File: src/rtl/mips_alu_unit.sv
// rtl/mips_alu_unit.sv - execute-stage ALU, ALU control decode, zero flag and PC adders
//
// Purpose:
//   Execute-stage arithmetic for the single-cycle MIPS-lite datapath. Decodes
//   aluop/funct into a 3-bit ALU function, computes the 32-bit ALU result,
//   produces PC+4 and the branch target, and keeps a registered status Z flag.
//   The Z flag is read by the branch-and-link-register-if-zero (balrz) path.
//
// Configuration:
//   BALRZ_EN  defined   : balrz decode and zero-flag register are built.
//             undefined : balrz = 0, zero = 0, funct 0110 decodes as "other".
//
// Ports:
//   clk            in   1   clock; zero flag updates on the rising edge
//   rst_n          in   1   asynchronous active-low reset (clears zero only)
//   aluop          in   2   ALU operation class from main control
//   funct          in   4   instruction bits [3:0]
//   a              in  32   ALU operand A
//   b              in  32   ALU operand B
//   pc             in  32   current program counter
//   offset_sl2     in  32   sign-extended immediate shifted left by 2
//   gout           out  3   decoded ALU function
//   balrz          out  1   R-type instruction decodes as balrz
//   sum            out 32   ALU result
//   zout           out  1   combinational zero of sum
//   zero           out  1   registered status Z flag
//   pc_plus4       out 32   pc + 4
//   branch_target  out 32   pc_plus4 + offset_sl2

module mips_alu_unit (
  input  logic        clk,
  input  logic        rst_n,
  input  logic [1:0]  aluop,
  input  logic [3:0]  funct,
  input  logic [31:0] a,
  input  logic [31:0] b,
  input  logic [31:0] pc,
  input  logic [31:0] offset_sl2,
  output logic [2:0]  gout,
  output logic        balrz,
  output logic [31:0] sum,
  output logic        zout,
  output logic        zero,
  output logic [31:0] pc_plus4,
  output logic [31:0] branch_target
);

  localparam logic [2:0] G_AND = 3'b000;
  localparam logic [2:0] G_OR  = 3'b001;
  localparam logic [2:0] G_ADD = 3'b010;
  localparam logic [2:0] G_SUB = 3'b110;
  localparam logic [2:0] G_SLT = 3'b111;

  logic [2:0]  gout_dec;
  logic        balrz_dec;
  logic [31:0] alu_res;
  logic        is_rtype;

  assign is_rtype = (aluop == 2'b10);

  // ALU control decode; unlisted funct codes fall back to add.
  always_comb begin
    gout_dec  = G_ADD;
    balrz_dec = 1'b0;
    case (aluop)
      2'b00: gout_dec = G_ADD;
      2'b01: gout_dec = G_SUB;
      2'b11: gout_dec = G_OR;
      default: begin
        case (funct)
          4'b0000: gout_dec = G_ADD;
          4'b0010: gout_dec = G_SUB;
          4'b0100: gout_dec = G_AND;
          4'b0101: gout_dec = G_OR;
          4'b1010: gout_dec = G_SLT;
`ifdef BALRZ_EN
          4'b0110: begin
            gout_dec  = G_ADD;
            balrz_dec = 1'b1;
          end
`endif
          default: gout_dec = G_ADD;
        endcase
      end
    endcase
  end

  // slt uses a true signed compare so that overflow in a - b cannot flip it.
  always_comb begin
    alu_res = 32'h0;
    case (gout_dec)
      G_AND: alu_res = a & b;
      G_OR:  alu_res = a | b;
      G_ADD: alu_res = a + b;
      G_SUB: alu_res = a - b;
      G_SLT: alu_res = {31'h0, ($signed(a) < $signed(b))};
      default: alu_res = 32'h0;
    endcase
  end

  assign gout          = gout_dec;
  assign balrz         = balrz_dec;
  assign sum           = alu_res;
  assign zout          = (alu_res == 32'h0);
  assign pc_plus4      = pc + 32'd4;
  assign branch_target = pc_plus4 + offset_sl2;

`ifdef BALRZ_EN
  logic zero_q;
  logic zero_d;

  // Only ordinary R-type results commit the flag; balrz and I-type ops hold it.
  always_comb begin
    zero_d = zero_q;
    if (is_rtype && !balrz_dec) begin
      zero_d = zout;
    end
  end

  always_ff @(posedge clk or negedge rst_n) begin
    if (!rst_n) begin
      zero_q <= 1'b0;
    end else begin
      zero_q <= zero_d;
    end
  end

  assign zero = zero_q;
`else
  // No flag register in this build; clock, reset and the R-type qualifier are idle.
  logic unused_flag_inputs;
  assign unused_flag_inputs = clk ^ rst_n ^ is_rtype;
  assign zero = 1'b0;
`endif

endmodule

File: config.mk
export PLATFORM = sky130hd
export DESIGN_NAME = mips_alu_unit
export DESIGN_NICKNAME = d
export VERILOG_FILES = /design/src/rtl/mips_alu_unit.sv
export SDC_FILE = /design/constraint.sdc
export NUM_CORES = 1
export LEC_CHECK = 0
export ABC_AREA = 1
export BUFFER_PORTS_ARGS = -buffer_cell sky130_fd_sc_hd__buf_2
export CORE_MARGIN = 1.5
export CORE_UTILIZATION = 55
export DETAILED_ROUTE_END_ITERATION = 8
export PLACE_DENSITY = 0.83
export SYNTH_ARGS = -nofsm -noshare
export SYNTH_HDL_FRONTEND = slang
export SYNTH_SLANG_ARGS = --single-unit
File: constraint.sdc
create_clock -name vclk -period 6.32
set_input_delay 1.264 -clock vclk [all_inputs]
set_output_delay 1.264 -clock vclk [all_outputs]
set_load 0.01 [all_outputs]
-- Word level (Yosys, flattened, before mapping)
Cells that the tools add are included.
- add/sub/neg operators: 4
- equal/unequal tests: 10
- mux-type cells: 3
- reduce and logical (&&, ||, !) cells: 3
- bitwise operators: 2
- order comparisons: 1
- operators by type and width (cell ; count):
    $pmux 32 s5 ; 1
    $add 32x32->32 ; 2
    $add 32x3->32 const B ; 1
    $and 32x32->32 ; 1
    $logic_not 32->1 ; 1
    $lt 32x32->1 ; 1
    $or 32x32->32 ; 1
    $sub 32x32->32 ; 1
    $pmux 3 s4 ; 1
    $pmux 3 s3 ; 1
    $eq 4x3->1 const B ; 2
    $eq 3x3->1 const B ; 2
    $eq 4x2->1 const B ; 1
    $eq 4x4->1 const B ; 1
    $eq 3x1->1 const B ; 1
    $eq 3x2->1 const B ; 1
    $logic_not 3->1 ; 1
    $eq 2x1->1 const B ; 1
    $eq 2x2->1 const B ; 1
    $logic_not 2->1 ; 1
- word-level logic and storage cells: 23
- register bits after elaboration: 0

-- Depth between registers and ports, before layout
Gate-level depths: netlist (run 1).
- depth after elaboration: 6
- mapped depth: 24
- depth with buffers taken out: 24

-- Worst setup path before layout (run 1)
No wires, ideal clock.
- path kind: input port to output port
- from: in pc[2]
- to: out branch_target[28]
- required time: 5.056 ns
- arrival: 4.110 ns
- cell stages on the path: 21
- setup slack: 0.946 ns
- cell sequence: ha_1 nand3_1 nor2_2 nand2_2 nor2_4 nand3_2 nor2_2 nand3_2 nor2_4 xnor2_1 inv_1 ha_1 nand2_1 nor4_1 nand3_1 nand3_1 nand2_1 o211ai_1 nand3_1 nand2_1 xor2_1
- word-level cells in the longest chain between the ends: 2
- RTL lines (what ; line ; source):
    from (decl) ; 37 ; input logic [31:0] pc,
    $add 32x3->32 ; 105 ; assign pc_plus4 = pc + 32'd4;
    named net pc_plus4[20] ; 44 ; output logic [31:0] pc_plus4,
    $add 32x32->32 ; 106 ; assign branch_target = pc_plus4 + offset_sl2;
    to (decl) ; 45 ; output logic [31:0] branch_target
The timed path passes the listed nets, and every way through them passes these cells.

-- Worst setup path after layout (run 1)
- from: in pc[2]
- to: out branch_target[31]
- word-level cells in the longest chain between the ends: 2
- RTL lines (what ; line):
    $add 32x3->32 ; 105
    $add 32x32->32 ; 106
Every way passes these cells.

==> results by group, run 1 <==
Status
  – Status: finished, final reports clean

STA
  – Final hold violations: 0
  – Minimum clock period: 5.98 ns
  – Worst Tran Pin Value: 0.935 ns
  – Final setup fails: 0
  – RSZ-0062 raised after global routing: false
  – Final Max Slew Viols: 0
  – Fmax: 167 MHz
  – Setup_tns: 0 ns
  – Tcrit/Tclk final: 0.945
  – Hold Slack: roughly 2.7 ns
  – Max-Slew Margin vs Limit: 0.376

Floorplan
  – Die width: between 100 and 150 um
  – Core box area: 16000 um2
  – Chip Height: 131 um
  – Boundary Pins: approximately 240
  – Initial Utilization: 0.567
  – Die Area: approximately 17000 um2
  – Row count: 46

Yosys
  – Most common cell in the netlist: nand2_1
  – Simple-gate area share of the yosys netlist: 0.464
  – Area leader, netlist: nand2_1
  – Post-synthesis mux area share: 0
  – Yosys warning count: 0
  – Post-Synthesis Cells: 1775
  – Sequential share of the synthesized area: 0
  – Post-synth top area share: 0.231
  – Post-synth top cells: nand2_1 (557), inv_1 (379), nor2_1 (183)
  – Adder-cell share of the synthesized area: 0.186
  – Mean Syn Cell Area: 5.11 um2
  – Synth cell types: between 40 and 50
  – Mapped cell area: between 9000 and 10000 um2
  – Synth top area cells: nand2_1 (23%), ha_1 (18%), inv_1 (16%)
  – XOR/XNOR share of the synthesized area: 0.0550
  – Largest family of logic cells by synthesized area: simple AND/OR/NAND/NOR gates
  – Synth Area in Compound Gates: 0.107

Worst setup path
  – Worst setup EP type: primary output
  – Critical Path Source: pc[2]
  – WP data arrival: 4.71 ns
  – Data required time of the worst path: 5.06 ns
  – Worst setup SP type: primary input
  – Worst-path fanout max: 5
  – Slowest cell on the critical path: ha_1
  – Most used cell, CP: nand3_2
  – Crit path buf inv count: 4
  – Kind of critical path: primary input to primary output
  – CP cell instances: buf_2, ha_1, nand3_1, nor2_2, nand2_2, nor2_4, nand3_2, nor2_2, nand3_2, nor2_4, nand3_2, clkinv_1, a31oi_1, or2_1, inv_1, ha_1, a21oi_1, o21ai_0, a211oi_1, nand2_1, a21oi_1, xor2_1, buf_2
  – CP delay by family, top: simple AND/OR/NAND/NOR gates
  – Max incr delay on CP: about 0.28 ns

Drt
  – Residual DRC: 0
  – WL final: 33700 um
  – Initial DRT Pass Iterations: 6
  – DR iter-0 viols: 999
  – Vias: around 12000
  – Post-route ant nets: 0
  – Routed WL per cell: about 15 um
  – Vias per inst: 5.41

Finish
  – Storage cell area: 0 um2
  – Seq_cells: 0
  – # diodes: 0
  – Post-route cell area: 10300 um2
  – Clock buffer count: 0
  – Final net count: 2248
  – Synth-to-Final Area Change: 13.6%
  – Share of cells above drive strength 1: 0.146
  – Fin cells: 2193
  – FILL cells: between 1500 and 2000

Min path
  – HP Class: primary input to primary output
  – HP Start: pc[0]

Global route
  – Initial antenna violation count: 0
  – Total grt overflow: 0
  – Pin count of the biggest net entering global routing: 25
  – First-pass GRT wire length: between 50000 and 60000 um
  – Total track usage: 0.374
  – Vias in the first global route: 10996

Power
  – Pleak: 6.49 nW
  – Pwr/cell area: between 100 and 150 nW/um2
  – Worst IR drop on VDD: 72.1 uV

Clock tree
  – Cts hold-fix bufs: 0
  – Post_cts resized: 0
  – Setup bufs post-CTS: 0

Placement
  – Post-DP HPWL: 29100 um
  – RD Place Congestion: ~1.1
  – Placed cell count: 2193
  – DP Area: 10300 um2
  – PortBufs: 234

Run
  – Max-cap violations: 0
[per-stage QoR]
stage	worst slack [ns]	power (mW)	util
after floorplan	0.946	0.672	-
after global placement	0.444	0.990	0.643
after detailed placement	0.338	1.00	0.643
after CTS	0.335	1.01	0.643
after global routing	0.0203	1.14	0.644
final	0.345	1.03	0.644
[cell usage in the layout, fill, tap and decap left out, drive strengths merged, types with 4 or more instances in the layout]
cell	synthesis	layout
a21o	7	7
a21oi	83	83
a31oi	4	4
and2	5	5
buf	34	235
ha	130	130
inv	388	388
nand2	568	568
nand3	152	152
nand3b	6	6
nand4	22	22
nor2	197	197
nor3	25	25
nor4	5	5
o21ai	42	42
o21bai	11	11
o22ai	13	13
or2	4	4
xnor2	15	15
xor2	42	42
[layer usage]
metal,share of wire,up-vias,track usage
met5,0,-,0
met4,0.043,0,0.141
met3,0.10,96,0.0451
met2,0.45,641,0.652
met1,0.40,5260,0.467
li1,-,5869,-
[cell type report]
cell class         instances  area [um2]  area share
multi-input cells       1352        7390       0.717
inverters                390        1460       0.142
repair buffers           235        1180       0.114
well taps                216         270      0.0262
[cell families (layout without fill, tap and decap cells)]
group / count (synthesis) / in the layout
compound gates: 172 / 172
xor+xnor: 57 / 57
fa+ha+maj: 133 / 133
buf+inv: 424 / 625
other cells: 1 / 2
simple gates: 988 / 988
[worst paths after layout]
path,endpoint,cells past startpoint,slack (ns)
hold / removal,pc_plus4[0],2,2.74
setup / recovery,branch_target[31],23,0.34
[power breakdown]
part / internal, mW / switching (mW) / leakage (nW) / total (mW)
sequential: 0 / 0 / 0 / 0
clock: 0 / 0 / 0 / 0
combinational: 0.352 / 0.681 / 6.49 / 1.03
total: 0.352 / 0.681 / 6.49 / 1.03
No activity file was read; power rests on OpenSTA's default activity.
==> run 2, diff against run 1 <==
--- a/config.mk
+++ b/config.mk
@@ -7,10 +7,11 @@
 export LEC_CHECK = 0
 export ABC_AREA = 1
 export BUFFER_PORTS_ARGS = -buffer_cell sky130_fd_sc_hd__buf_2
-export CORE_MARGIN = 1.5
+export CORE_MARGIN = 10
 export CORE_UTILIZATION = 55
 export DETAILED_ROUTE_END_ITERATION = 8
 export PLACE_DENSITY = 0.83
+export RECOVER_POWER = 100
 export SYNTH_ARGS = -nofsm -noshare
 export SYNTH_HDL_FRONTEND = slang
 export SYNTH_SLANG_ARGS = --single-unit
==> results by group, run 2 (same netlist as run 1, synthesis figures left out) <==
Worst setup path
  – Crit path buf inv count: 4 (unchanged)
  – Worst setup EP type: primary output
  – Worst setup SP type: primary input
  – Slowest cell on the critical path: ha_1
  – Most used cell, CP: nand2_1
  – Max incr delay on CP: 0.35 ns (+0.07 ns)
  – Worst-path fanout max: 5 (unchanged)
  – Kind of critical path: primary input to primary output
  – Data required time of the worst path: 5.06 ns (about the same)
  – WP data arrival: 4.71 ns (about the same)
  – CP delay by family, top: simple AND/OR/NAND/NOR gates

Power
  – Sequential power share: 0 (unchanged)
  – Pwr/cell area: 101 nW/um2 (+1.3%)
  – P_sw: 0.703 mW (+3.3%)
  – Internal power: 0.330 mW (-6.1%)
  – Worst IR drop on VDD: 54.8 uV (-24%)
  – Pleak: 6.27 nW (-3.3%)
  – Net Sw Frac: 0.681 (+0.0212)
  – Gate power share: 1.000 (about the same)
  – Clock share of power: 0 (unchanged)

Finish
  – Clock buffer count: 0 (unchanged)
  – Synth-to-Final Area Change: 12.3%
  – FILL cells: 1756 (+2.2%)
  – Final net count: 2247 (-0.044%)
  – Area of the multi-input gates: 7370 um2 (-0.29%)
  – Commonest cells after routing, fill and taps aside: nand2_1 (560), inv_1 (380), nor2_1 (186)
  – Post-route cell area: 10200 um2 (-1.2%)
  – Commonest non-fill, non-tap cell in the layout: nand2_1
  – # diodes: 0 (unchanged)
  – Seq_cells: 0 (unchanged)
  – Share of cells above drive strength 1: 0.105 (-0.0409)
  – Storage cell area: 0 um2 (unchanged)

STA
  – Final Max Slew Viols: 30 (+30)
  – Minimum clock period: 5.97 ns (-0.000404 ns)
  – Final setup fails: 0 (unchanged)
  – Final hold violations: 0 (unchanged)
  – Hold Slack: 2.76 ns (+0.0226 ns)
  – Worst Tran Pin Value: 1.78 ns (+0.840 ns)
  – Fmax: 167 MHz (about the same)
  – Max-Slew Margin vs Limit: -0.185 (-0.561)
  – Tcrit/Tclk final: 0.945 (about the same)

Floorplan
  – Chip Height: 148 um (+13%)
  – Core box area: 16000 um2 (unchanged)
  – Die width: 148 um (+13%)
  – Row count: 46 (unchanged)
  – Initial Utilization: 0.567 (unchanged)
  – Die Area: 22000 um2 (+28%)
  – Boundary Pins: 238 (unchanged)

Global route
  – Initial antenna violation count: 0 (unchanged)
  – Vias in the first global route: 11179 (+1.7%)
  – Pin count of the biggest net entering global routing: 30 (+20%)
  – Total grt overflow: 0 (unchanged)
  – First-pass GRT wire length: 56600 um (+7.0%)
  – Total track usage: 0.309 (-0.0644)

Clock tree
  – Setup bufs post-CTS: 0 (unchanged)

Placement
  – PortBufs: 234 (unchanged)
  – DP Area: 10300 um2 (about the same)
  – Post-DP HPWL: 31700 um (+8.9%)
  – RD Place Congestion: 1.04 (-4.1%)

Drt
  – Post-route ant nets: 0 (unchanged)
  – Residual DRC: 0 (unchanged)
  – Routed WL per cell: 16.7 um (+8.6%)
  – DR iter-0 viols: 1138 (+14%)
  – WL final: 36600 um (+8.5%)
  – Vias: 12011 (+1.2%)
  – Initial DRT Pass Iterations: 6 (unchanged)
  – Vias per inst: 5.48 (+1.3%)

Status
  – Violated checks: capacitance limit, slew limit
  – Status: complete, but fails checks

Min path
  – HP Class: primary input to primary output

Run
  – Max-cap violations: 1 (+1)
-- run 2: cell types whose count changed in the layout (fill, tap and decap cells not counted), sizes merged --
cell	before	now
buf	235	161
clkbuf	0	73
-- run 2: final cells by class --
class,count,share of cell area
multi-input combinational,1352,0.724
inverter,390,0.144
timing repair buffer,234,0.106
tap,216,0.0265
-- run 2: per-stage QoR --
step / setup WS [ns] / utilization / TNS [ns] / power [mW] / std cells
finish: 0.345 / 0.636 / 0 / 1.03 / 2192
global route: -0.0190 / 0.636 / -0.0190 / 1.14 / 2192
CTS: 0.339 / 0.643 / 0 / 1.03 / 2192
detailed placement: 0.350 / 0.643 / 0 / 1.03 / 2192
global placement: 0.380 / 0.643 / 0 / 1.01 / 2192
floorplan: 0.946 / - / 0 / 0.672 / 1776
-- run 2: repair_timing --
item | in CTS | in global routing
endpoints found under the setup margin | 0 | 2
gates resized for setup | 0 | 3
hold buffers | 0 | 0
-- run 2: metal layers --
layer,routed length [um],track usage
met5,0,0
met4,1120,0.0837
met3,3840,0.0440
met2,17000,0.550
met1,14600,0.378
-- run 2: power by group through the flow --
stage | sequential [mW] | combinational (mW) | clock [mW]
final | 0 | 1.03 | 0
after global routing | 0 | 1.14 | 0
after CTS | 0 | 1.03 | 0
after detailed placement | 0 | 1.03 | 0
after global placement | 0 | 1.01 | 0
after floorplan | 0 | 0.672 | 0
-- run 2: path summary, 6_finish.rpt --
kind | to | startpoint | slack, ns | depth (start not counted)
worst min-delay path | pc_plus4[0] | pc[0] | 2.76 | 2
worst max-delay path | branch_target[29] | pc[3] | 0.35 | 26
==> run 3, diff against run 2 <==
--- a/config.mk
+++ b/config.mk
@@ -7,10 +7,13 @@
 export LEC_CHECK = 0
 export ABC_AREA = 1
 export BUFFER_PORTS_ARGS = -buffer_cell sky130_fd_sc_hd__buf_2
+export CAP_MARGIN = 20
+export CELL_PAD_IN_SITES_DETAIL_PLACEMENT = 0
+export CELL_PAD_IN_SITES_GLOBAL_PLACEMENT = 1
 export CORE_MARGIN = 10
-export CORE_UTILIZATION = 55
+export CORE_UTILIZATION = 36
 export DETAILED_ROUTE_END_ITERATION = 8
-export PLACE_DENSITY = 0.83
+export PLACE_DENSITY_LB_ADDON = 0.1
 export RECOVER_POWER = 100
 export SYNTH_ARGS = -nofsm -noshare
 export SYNTH_HDL_FRONTEND = slang
==> results by group, run 3 (same netlist as run 1, synthesis figures left out) <==
Finish
  – Share of cells above drive strength 1: 0.109 (+0.00338)
  – # diodes: 0 (unchanged)
  – Fin util: 0.415 (-0.221)
  – Seq_cells: 0 (unchanged)
  – Post-route cell area: 10400 um2 (+1.7%)
  – Commonest cells after routing, fill and taps aside: nand2_1 (560), inv_1 (380), nor2_1 (187)
  – Clock buffer count: 0 (unchanged)
  – Final net count: 2250 (+0.13%)
  – Synth-to-Final Area Change: 14.2%
  – Storage cell area: 0 um2 (unchanged)
  – Commonest non-fill, non-tap cell in the layout: nand2_1

Drt
  – Initial DRT Pass Iterations: 6 (unchanged)
  – Vias per inst: 4.92 (-10%)
  – WL final: 38100 um (+4.2%)
  – Routed WL per cell: 16.5 um (-1.1%)
  – Residual DRC: 0 (unchanged)
  – Post-route ant nets: 0 (unchanged)
  – Vias: 11357 (-5.4%)
  – DR iter-0 viols: 823 (-28%)

Power
  – Gate power share: 1.000 (about the same)
  – Internal power: 0.333 mW (+0.86%)
  – Worst IR drop on VDD: 43.3 uV (-21%)
  – Net Sw Frac: 0.679 (-0.00115)
  – Pleak: 6.31 nW (+0.56%)
  – Sequential power share: 0 (unchanged)
  – Clock share of power: 0 (unchanged)
  – Pwr/cell area: 100 nW/um2 (-1.2%)
  – Power Total: 1.04 mW (+0.50%)
  – P_sw: 0.706 mW (+0.33%)

Floorplan
  – Core box area: 25000 um2 (+56%)
  – Row count: 58 (+26%)
  – Chip Height: 179 um (+20%)
  – Initial Utilization: 0.363 (-0.204)
  – Boundary Pins: 238 (unchanged)
  – Die width: 179 um (+20%)
  – Die Area: 31900 um2 (+45%)

Worst setup path
  – Most used cell, CP: nand3_2
  – Worst setup SP type: primary input
  – Max incr delay on CP: 0.29 ns (-0.06 ns)
  – Kind of critical path: primary input to primary output
  – CP delay by family, top: simple AND/OR/NAND/NOR gates
  – WP data arrival: 4.71 ns (about the same)
  – Slowest cell on the critical path: ha_1
  – Worst-path fanout max: 5 (unchanged)
  – CP cell instances: buf_2, ha_1, nand3_1, nor2_2, nand2_2, nor2_4, nand3_2, nor2_2, nand3_2, nor2_4, nand3_2, clkinv_1, a31oi_1, or2_1, inv_1, ha_1, a21oi_1, o21ai_0, a211oi_1, nand2_1, a21oi_1, xor2_1, buf_2
  – Worst setup EP type: primary output
  – Crit path buf inv count: 4 (unchanged)
  – Data required time of the worst path: 5.06 ns (about the same)

Global route
  – Vias in the first global route: 10927 (-2.3%)
  – GR peak layer: met2
  – Total track usage: 0.225 (-0.0840)
  – Total grt overflow: 0 (unchanged)
  – Met2 Use GR: 0.407 (-0.142)
  – M1 GR Usage: 0.293 (-0.0852)
  – Met3 global-route usage: 0.0160 (-0.0280)
  – Pin count of the biggest net entering global routing: 25 (-17%)
  – Initial antenna violation count: 0 (unchanged)
  – First-pass GRT wire length: 57800 um (+2.3%)

STA
  – Final hold violations: 0 (unchanged)
  – Minimum clock period: 5.98 ns (+0.000895 ns)
  – Worst Setup Slack, final: 0.344 ns (-0.000895 ns)
  – Final setup fails: 0 (unchanged)
  – Hold Slack: 2.76 ns (-0.00641 ns)
  – Worst Tran Pin Value: 1.73 ns (-0.0431 ns)
  – Fmax: 167 MHz (about the same)
  – Final Max Slew Viols: 19 (-37%)
  – Tcrit/Tclk final: 0.946 (about the same)
  – Max-Slew Margin vs Limit: -0.159 (+0.0257)

Clock tree
  – Cts hold-fix bufs: 0 (unchanged)

Placement
  – Pre-CTS WS: 0.328 ns (-0.0220 ns)
  – Post-DP HPWL: 33800 um (+6.5%)
  – PortBufs: 234 (unchanged)
  – DP Area: 10500 um2 (+1.6%)
  – RD Place Congestion: 0.939 (-9.7%)

Status
  – Status: complete, but fails checks
  – Violated checks: capacitance limit, slew limit

Run
  – Max-cap violations: 1 (unchanged)

Min path
  – HP Class: primary input to primary output
run 3: layout make-up:
class	instances	area, um2
timing repair buffer	237	1110
tap	330	413
inverter	390	1460
fill	3027	14600
multi-input combinational	1352	7370
run 3: what timing repair did:
action	in CTS	in global routing
resized for setup	0	4
setup endpoints to repair	0	3
setup buffers	0	0
run 3: power by group through the flow:
stage               clock network (mW)  registers, mW  logic (mW)
floorplan                            0              0       0.672
global placement                     0              0        1.05
detailed placement                   0              0        1.05
CTS                                  0              0        1.05
global route                         0              0        1.17
finish                               0              0        1.04
run 3: stage by stage:
step / setup TNS (ns) / instances
6_report: 0 / 2309
5_1_grt: -0.00457 / 2309
3_3_place_gp: 0 / 2309
3_5_place_dp: 0 / 2309
2_1_floorplan: 0 / 1776
4_1_cts: 0 / 2309
run 3: path summary, 6_finish.rpt:
kind | slack (ns) | end | from | cells past startpoint
setup / recovery | 0.34 | branch_target[31] | pc[2] | 23
hold / removal | 2.76 | pc_plus4[0] | pc[0] | 2
run 3: routing by layer:
layer	vias to the layer above	routed length, um
met3	27	2270
met1	5135	17400
li1	5862	-
met2	333	17900
met4	0	563
met5	-	0
